===== src/rtl/fetch_sequencer.sv =====
// Instruction-fetch sequencer: owns the fetch PC and issues one request at a
// time on a variable-latency instruction bus. It applies redirects in priority
// order exception > eret > branch. Fetched words go into a one-entry output
// slot that decode drains. Responses that become stale after a redirect are
// discarded.
//
// Ports:
//   clk, reset                   clock, synchronous active-high reset
//   stall_d                      decode cannot accept the slot this cycle
//   br_taken/br_target           branch redirect
//   exc_req                      exception entry (target HANDLER_PC)
//   eret/epc                     eret redirect
//   ibus_req/ibus_addr           bus request (combinational; addr always = pc)
//   ibus_gnt                     request accepted
//   ibus_rvalid/ibus_rdata       bus response
//   f_valid/f_pc/f_instr/f_adel  output slot
//   busy                         a request is outstanding (state != ISSUE)
module fetch_sequencer #(
    parameter logic [31:0] RESET_PC   = 32'h0000_3000,
    parameter logic [31:0] HANDLER_PC = 32'h0000_4180,
    parameter logic [31:0] TEXT_LO    = 32'h0000_3000,
    parameter logic [31:0] TEXT_HI    = 32'h0000_4FFF
) (
    input  logic        clk,
    input  logic        reset,
    input  logic        stall_d,
    input  logic        br_taken,
    input  logic [31:0] br_target,
    input  logic        exc_req,
    input  logic        eret,
    input  logic [31:0] epc,
    output logic        ibus_req,
    output logic [31:0] ibus_addr,
    input  logic        ibus_gnt,
    input  logic        ibus_rvalid,
    input  logic [31:0] ibus_rdata,
    output logic        f_valid,
    output logic [31:0] f_pc,
    output logic [31:0] f_instr,
    output logic        f_adel,
    output logic        busy
);

    localparam logic [1:0] ST_ISSUE = 2'd0;
    localparam logic [1:0] ST_WAIT  = 2'd1;
    localparam logic [1:0] ST_DROP  = 2'd2;

    logic [1:0]  state, state_nxt;
    logic [31:0] pc, pc_nxt;
    logic [31:0] req_pc, req_pc_nxt;
    logic        f_valid_nxt, f_adel_nxt;
    logic [31:0] f_pc_nxt, f_instr_nxt;
    logic        req_c;

    logic        redirect, consume, slot_free, bad;
    logic [31:0] target;
    logic [31:0] pc_inc;

    // Redirect target selection and slot handshake terms
    assign redirect  = exc_req | eret | br_taken;
    assign target    = exc_req ? HANDLER_PC : (eret ? epc : br_target);
    assign consume   = f_valid & ~stall_d;
    assign slot_free = ~f_valid | consume;
    assign bad       = (pc[1:0] != 2'b00) | (pc < TEXT_LO) | (pc > TEXT_HI);
    assign pc_inc    = pc + 32'd4;

    // The request is qualified combinationally so a grant can land the same
    // cycle the slot is consumed.
    assign ibus_req  = req_c & ~reset;
    assign ibus_addr = pc;
    assign busy      = (state != ST_ISSUE);

    // Next-state and datapath decode
    always_comb begin
        state_nxt   = state;
        pc_nxt      = pc;
        req_pc_nxt  = req_pc;
        f_valid_nxt = f_valid & ~consume;
        f_pc_nxt    = f_pc;
        f_instr_nxt = f_instr;
        f_adel_nxt  = f_adel;
        req_c       = 1'b0;

        case (state)
            ST_ISSUE: begin
                if (redirect) begin
                    state_nxt = ST_ISSUE;
                end else if (bad && slot_free) begin
                    // Illegal PC: emit an address-error marker instead of fetching
                    f_valid_nxt = 1'b1;
                    f_pc_nxt    = pc;
                    f_instr_nxt = 32'd0;
                    f_adel_nxt  = 1'b1;
                    pc_nxt      = pc_inc;
                end else if (slot_free) begin
                    req_c = 1'b1;
                    if (ibus_gnt) begin
                        req_pc_nxt = pc;
                        pc_nxt     = pc_inc;
                        state_nxt  = ST_WAIT;
                    end
                end
            end
            ST_WAIT: begin
                if (redirect) begin
                    // A same-cycle response is stale; otherwise wait it out in DROP
                    state_nxt = ibus_rvalid ? ST_ISSUE : ST_DROP;
                end else if (ibus_rvalid) begin
                    f_valid_nxt = 1'b1;
                    f_pc_nxt    = req_pc;
                    f_instr_nxt = ibus_rdata;
                    f_adel_nxt  = 1'b0;
                    state_nxt   = ST_ISSUE;
                end
            end
            ST_DROP: begin
                if (ibus_rvalid) begin
                    state_nxt = ST_ISSUE;
                end
            end
            default: begin
                state_nxt = ST_ISSUE;
            end
        endcase

        // Any redirect retargets the PC and flushes the slot, in every state
        if (redirect) begin
            pc_nxt      = target;
            f_valid_nxt = 1'b0;
        end
    end

    // State and datapath registers
    always_ff @(posedge clk) begin
        if (reset) begin
            state   <= ST_ISSUE;
            pc      <= RESET_PC;
            req_pc  <= 32'd0;
            f_valid <= 1'b0;
            f_pc    <= 32'd0;
            f_instr <= 32'd0;
            f_adel  <= 1'b0;
        end else begin
            state   <= state_nxt;
            pc      <= pc_nxt;
            req_pc  <= req_pc_nxt;
            f_valid <= f_valid_nxt;
            f_pc    <= f_pc_nxt;
            f_instr <= f_instr_nxt;
            f_adel  <= f_adel_nxt;
        end
    end

endmodule


===== config.mk =====
export PLATFORM = sky130hd
export DESIGN_NAME = fetch_sequencer
export DESIGN_NICKNAME = d
export VERILOG_FILES = /design/src/rtl/fetch_sequencer.sv
export SDC_FILE = /design/constraint.sdc
export NUM_CORES = 1
export LEC_CHECK = 0
export CAP_MARGIN = 20
export CORE_UTILIZATION = 40
export CTS_CLUSTER_SIZE = 28
export DETAILED_ROUTE_END_ITERATION = 10
export PLACE_DENSITY = 0.81
export SLEW_MARGIN = 20
export SYNTH_ARGS = -nofsm -noshare
export SYNTH_HDL_FRONTEND = slang
export SYNTH_SLANG_ARGS = --single-unit

===== constraint.sdc =====
create_clock -name clk -period 2.6 [get_ports clk]
set_input_delay 0.52 -clock clk [delete_from_list [all_inputs] [get_ports clk]]
set_output_delay 0.52 -clock clk [all_outputs]
set_load 0.01 [all_outputs]

==> results.sh <==
export IMPL_core_area_sq_mm=0.0154
export IMPL_min_from="req_pc[9]"
export IMPL_drv_slew=0
export IMPL_clockBufferDepth=2
export IMPL_hp_class="reg2reg"
export IMPL_power_leakage_nw=3.48
export IMPL_cts_tree="yes"
export IMPL_via_per_inst=5.74
export IMPL_grt_pass1_vias=6243
export IMPL_grt_pass1_wl_microns=33000
export IMPL_synth_edf_count=0
export IMPL_p_per_area_mw_per_mm2=535
export IMPL_stdcell_area_sq_mm=0.00950
export IMPL_worst_path_max_delay_cell="or4b_2"
export IMPL_slew_headroom_pct=50.2
export IMPL_row_count=45
export IMPL_syn_area_per_cell_sq_um=8.10
export IMPL_total_power_w=0.00509
export IMPL_fin_crit_ns=2.47
export IMPL_postPlaceCellArea_sq_mm=0.00895
export IMPL_critical_path_max_stage_delay_ns=0.67
export IMPL_pwr_share_comb_pct=14.4
export IMPL_worstSetupPathType="reg2reg"
export IMPL_synth_largest_area_cell="dfxtp_1"
export IMPL_syn_instance_count=790
export IMPL_n_antenna_cell=0
export IMPL_period_share_pct=94.9
export IMPL_ys_ff_latch=132
export IMPL_clkTransAtPathRegs_ns=0.06
export IMPL_cp_end_kind="register"
export IMPL_die_w_microns=129
export IMPL_post_cts_buffers=0
export IMPL_grt_usage_pct=25.7
export IMPL_cts_htree_levels=4
export IMPL_grt_start_max_net_pins=68
export IMPL_switching_power_w=0.00130
export IMPL_ctsHoldBuffers=0
export IMPL_layout_drive_gt1_share_pct=12.3
export IMPL_overflow=0
export IMPL_fmax_mhz=405
export IMPL_final_antenna_net_count=0
export IMPL_ys_warn_count=0
export IMPL_required_ns=2.89
export IMPL_synth_area_sq_mm=0.00640
export IMPL_final_nets=1106
export IMPL_gp_congestion=0.969
export IMPL_layout_setup_ws_ns=0.133
export IMPL_tightest_slew_ns=0.747
export IMPL_ios=204
export IMPL_start_util_pct=41.5
export IMPL_rsz0062_at_grt="false"
export IMPL_detail_route_wl_per_cell_microns=17.5
export IMPL_n_fill_cell=1357
export IMPL_cts_buffers_inserted=17
export IMPL_fin_tns_setup_ns=0
export IMPL_drc=0
export IMPL_areaGrowthSynthToFinish_pct=48.4
export IMPL_maxCapViolations=0
export IMPL_r2r_slack_ns=0.13
export IMPL_ir_drop_mv=0.436
export IMPL_swShare_pct=25.5
export IMPL_antenna_found_initial=0
export IMPL_cts_resized=1
export IMPL_clkPwrFrac_pct=43.8
export IMPL_dr_pass1_iters=6
export IMPL_internal_power_w=0.00379
export IMPL_clk_latency_ns=0.42
export IMPL_clock_skew_ns=0.0146
export IMPL_cts_root_buffer="clkbuf_16"
export IMPL_r2r_start="ibus_addr[13]"
export IMPL_synth_cell_types=63
export IMPL_ff2ff_path_depth=6
export IMPL_hold_viol=0
export IMPL_hold_depth=2
export IMPL_vias=7029
export IMPL_io_buffers=203
export IMPL_status="completed"
export IMPL_synth_main_ff_cell="dfxtp_1"
export IMPL_clock_sinks=132
export IMPL_crit_path_max_fanout=5
export IMPL_seq_area_frac_synth_pct=41.3
export IMPL_rr_endpoint="ibus_addr[24]"
export IMPL_final_setup_viol_count=0
export IMPL_arrival_ns=2.76
export IMPL_syn_nets=895
export IMPL_min_to="req_pc[9]"
export IMPL_drt_iter0_drc=683
export IMPL_fp_dieH_microns=129
export IMPL_critPathLaunchType="register"
export IMPL_crit_chain="buf_4, nand4_2, or4_1, or4b_2, o31ai_1, a211oi_1"
export IMPL_synthTopCellsByArea="dfxtp_1 41%, nand2_1 6.6%, nor2_1 4.5%, a22o_1 4.4%, a21oi_1 3.6%"
export IMPL_drt_wl_total_microns=21400
export IMPL_detailedPlacementHpwl_microns=15500
export IMPL_synth_top_area_share_pct=41.3
export IMPL_seq_power_share_pct=41.7
export IMPL_place_ws_ns=-0.234
export IMPL_synthArstFlopShare_pct=0
export IMPL_die_area_sq_mm=0.0165
export IMPL_fin_util_pct=61.6
-- per-layer routing --
metal	GRT usage, %	part of all wire, %	vias up
li1	-	-	3363
met1	33.3	42	3170
met2	41.8	46	448
met3	6.65	11	48
met4	7.89	1.7	0
met5	0	0	-
-- cells in the mapped netlist, types with 3 or more instances --
library cell / number
nor2b_1: 4
a211oi_1: 26
nand4_1: 11
clkbuf_1: 61
a22o_1: 32
nand2b_1: 3
a311oi_1: 26
nor3_1: 17
o221a_2: 5
o211ai_1: 4
nand3b_1: 7
nor2_1: 76
a2111oi_0: 4
o21ai_0: 30
inv_1: 14
and4_1: 4
a41o_1: 3
mux2_2: 9
buf_1: 5
a31oi_1: 15
nor4_1: 20
buf_2: 9
nand2_1: 113
and3_1: 29
dfxtp_1: 132
and2_1: 5
nand3_1: 20
or4_1: 5
mux2i_1: 9
o31ai_1: 4
a21oi_1: 46
-- cell type report --
cell class | instances | area (sq um) | area share [%]
repair buffers | 269 | 2590 | 27.2
well taps | 211 | 264 | 2.78
multi-input cells | 567 | 3400 | 35.8
inverters | 14 | 52.6 | 0.553
clock inverters | 13 | 110 | 1.16
clock buffers | 19 | 443 | 4.66
flip-flops and latches | 132 | 2640 | 27.8
-- cells by family after synthesis --
group           synth area share, %
fa+ha+maj                     0.195
mux                            2.99
compound gates                 25.2
flops                          41.3
buf+inv                        5.75
simple gates                   24.6
-- power groups by stage --
stage	Sequential, W	Combinational [W]	Clock (W)
2_1_floorplan	0.00218	0.000303	0
3_3_place_gp	0.00216	0.000717	0
4_1_cts	0.00212	0.000727	0.00226
5_1_grt	0.00213	0.000788	0.00235
3_5_place_dp	0.00217	0.000723	0
6_report	0.00212	0.000734	0.00223
-- cell usage in the layout (no fill, tap or decap), drive strengths merged, types with 12 or more instances in the layout --
cell             n
dfxtp          132
clkdlybuf4s50  200
nor4            21
nand2          113
nor2            76
o21ai           31
buf             68
a21oi           46
nor3            17
nand3           20
and3            29
clkbuf          20
a22o            32
inv             15
a211oi          26
nand4           12
a311oi          26
a31oi           15
-- worst max-delay path by stage --
| stage | start | end | slack (ns) |
|---|---|---|---|
| 2_1_floorplan | ibus_addr[15] | ibus_addr[24] | 0.19 |
| 3_3_place_gp | exc_req | ibus_req | -0.19 |
| 3_5_place_dp | exc_req | ibus_req | -0.23 |
| 4_1_cts | ibus_addr[12] | ibus_req | 0.03 |
| 5_1_grt | ibus_addr[13] | ibus_addr[24] | 0.02 |
| 6_report | ibus_addr[13] | ibus_addr[24] | 0.13 |
-- registers in the layout, indices dropped and copies added (netlist names) --
name and count:
f_pc 32, f_adel 1, ibus_addr 32, f_instr 32, f_valid 1, state 2, req_pc 32
-- worst max-delay path: cells and delay by family (launching register included) --
family / cells / cell delay [ns]
buffers and inverters: 1 / 0.18
AO/OA/AOI/OAI: 2 / 0.33
flip-flops: 1 / 0.41
AND/OR/NAND/NOR: 3 / 1.43
-- metrics by stage --
stage	instances	hold slack, ns
2_1_floorplan	790	0.432
3_3_place_gp	1193	0.437
3_5_place_dp	1193	0.445
4_1_cts	1225	0.453
5_1_grt	1225	0.469
6_report	1225	0.451
(Power assumes the default switching activity.)
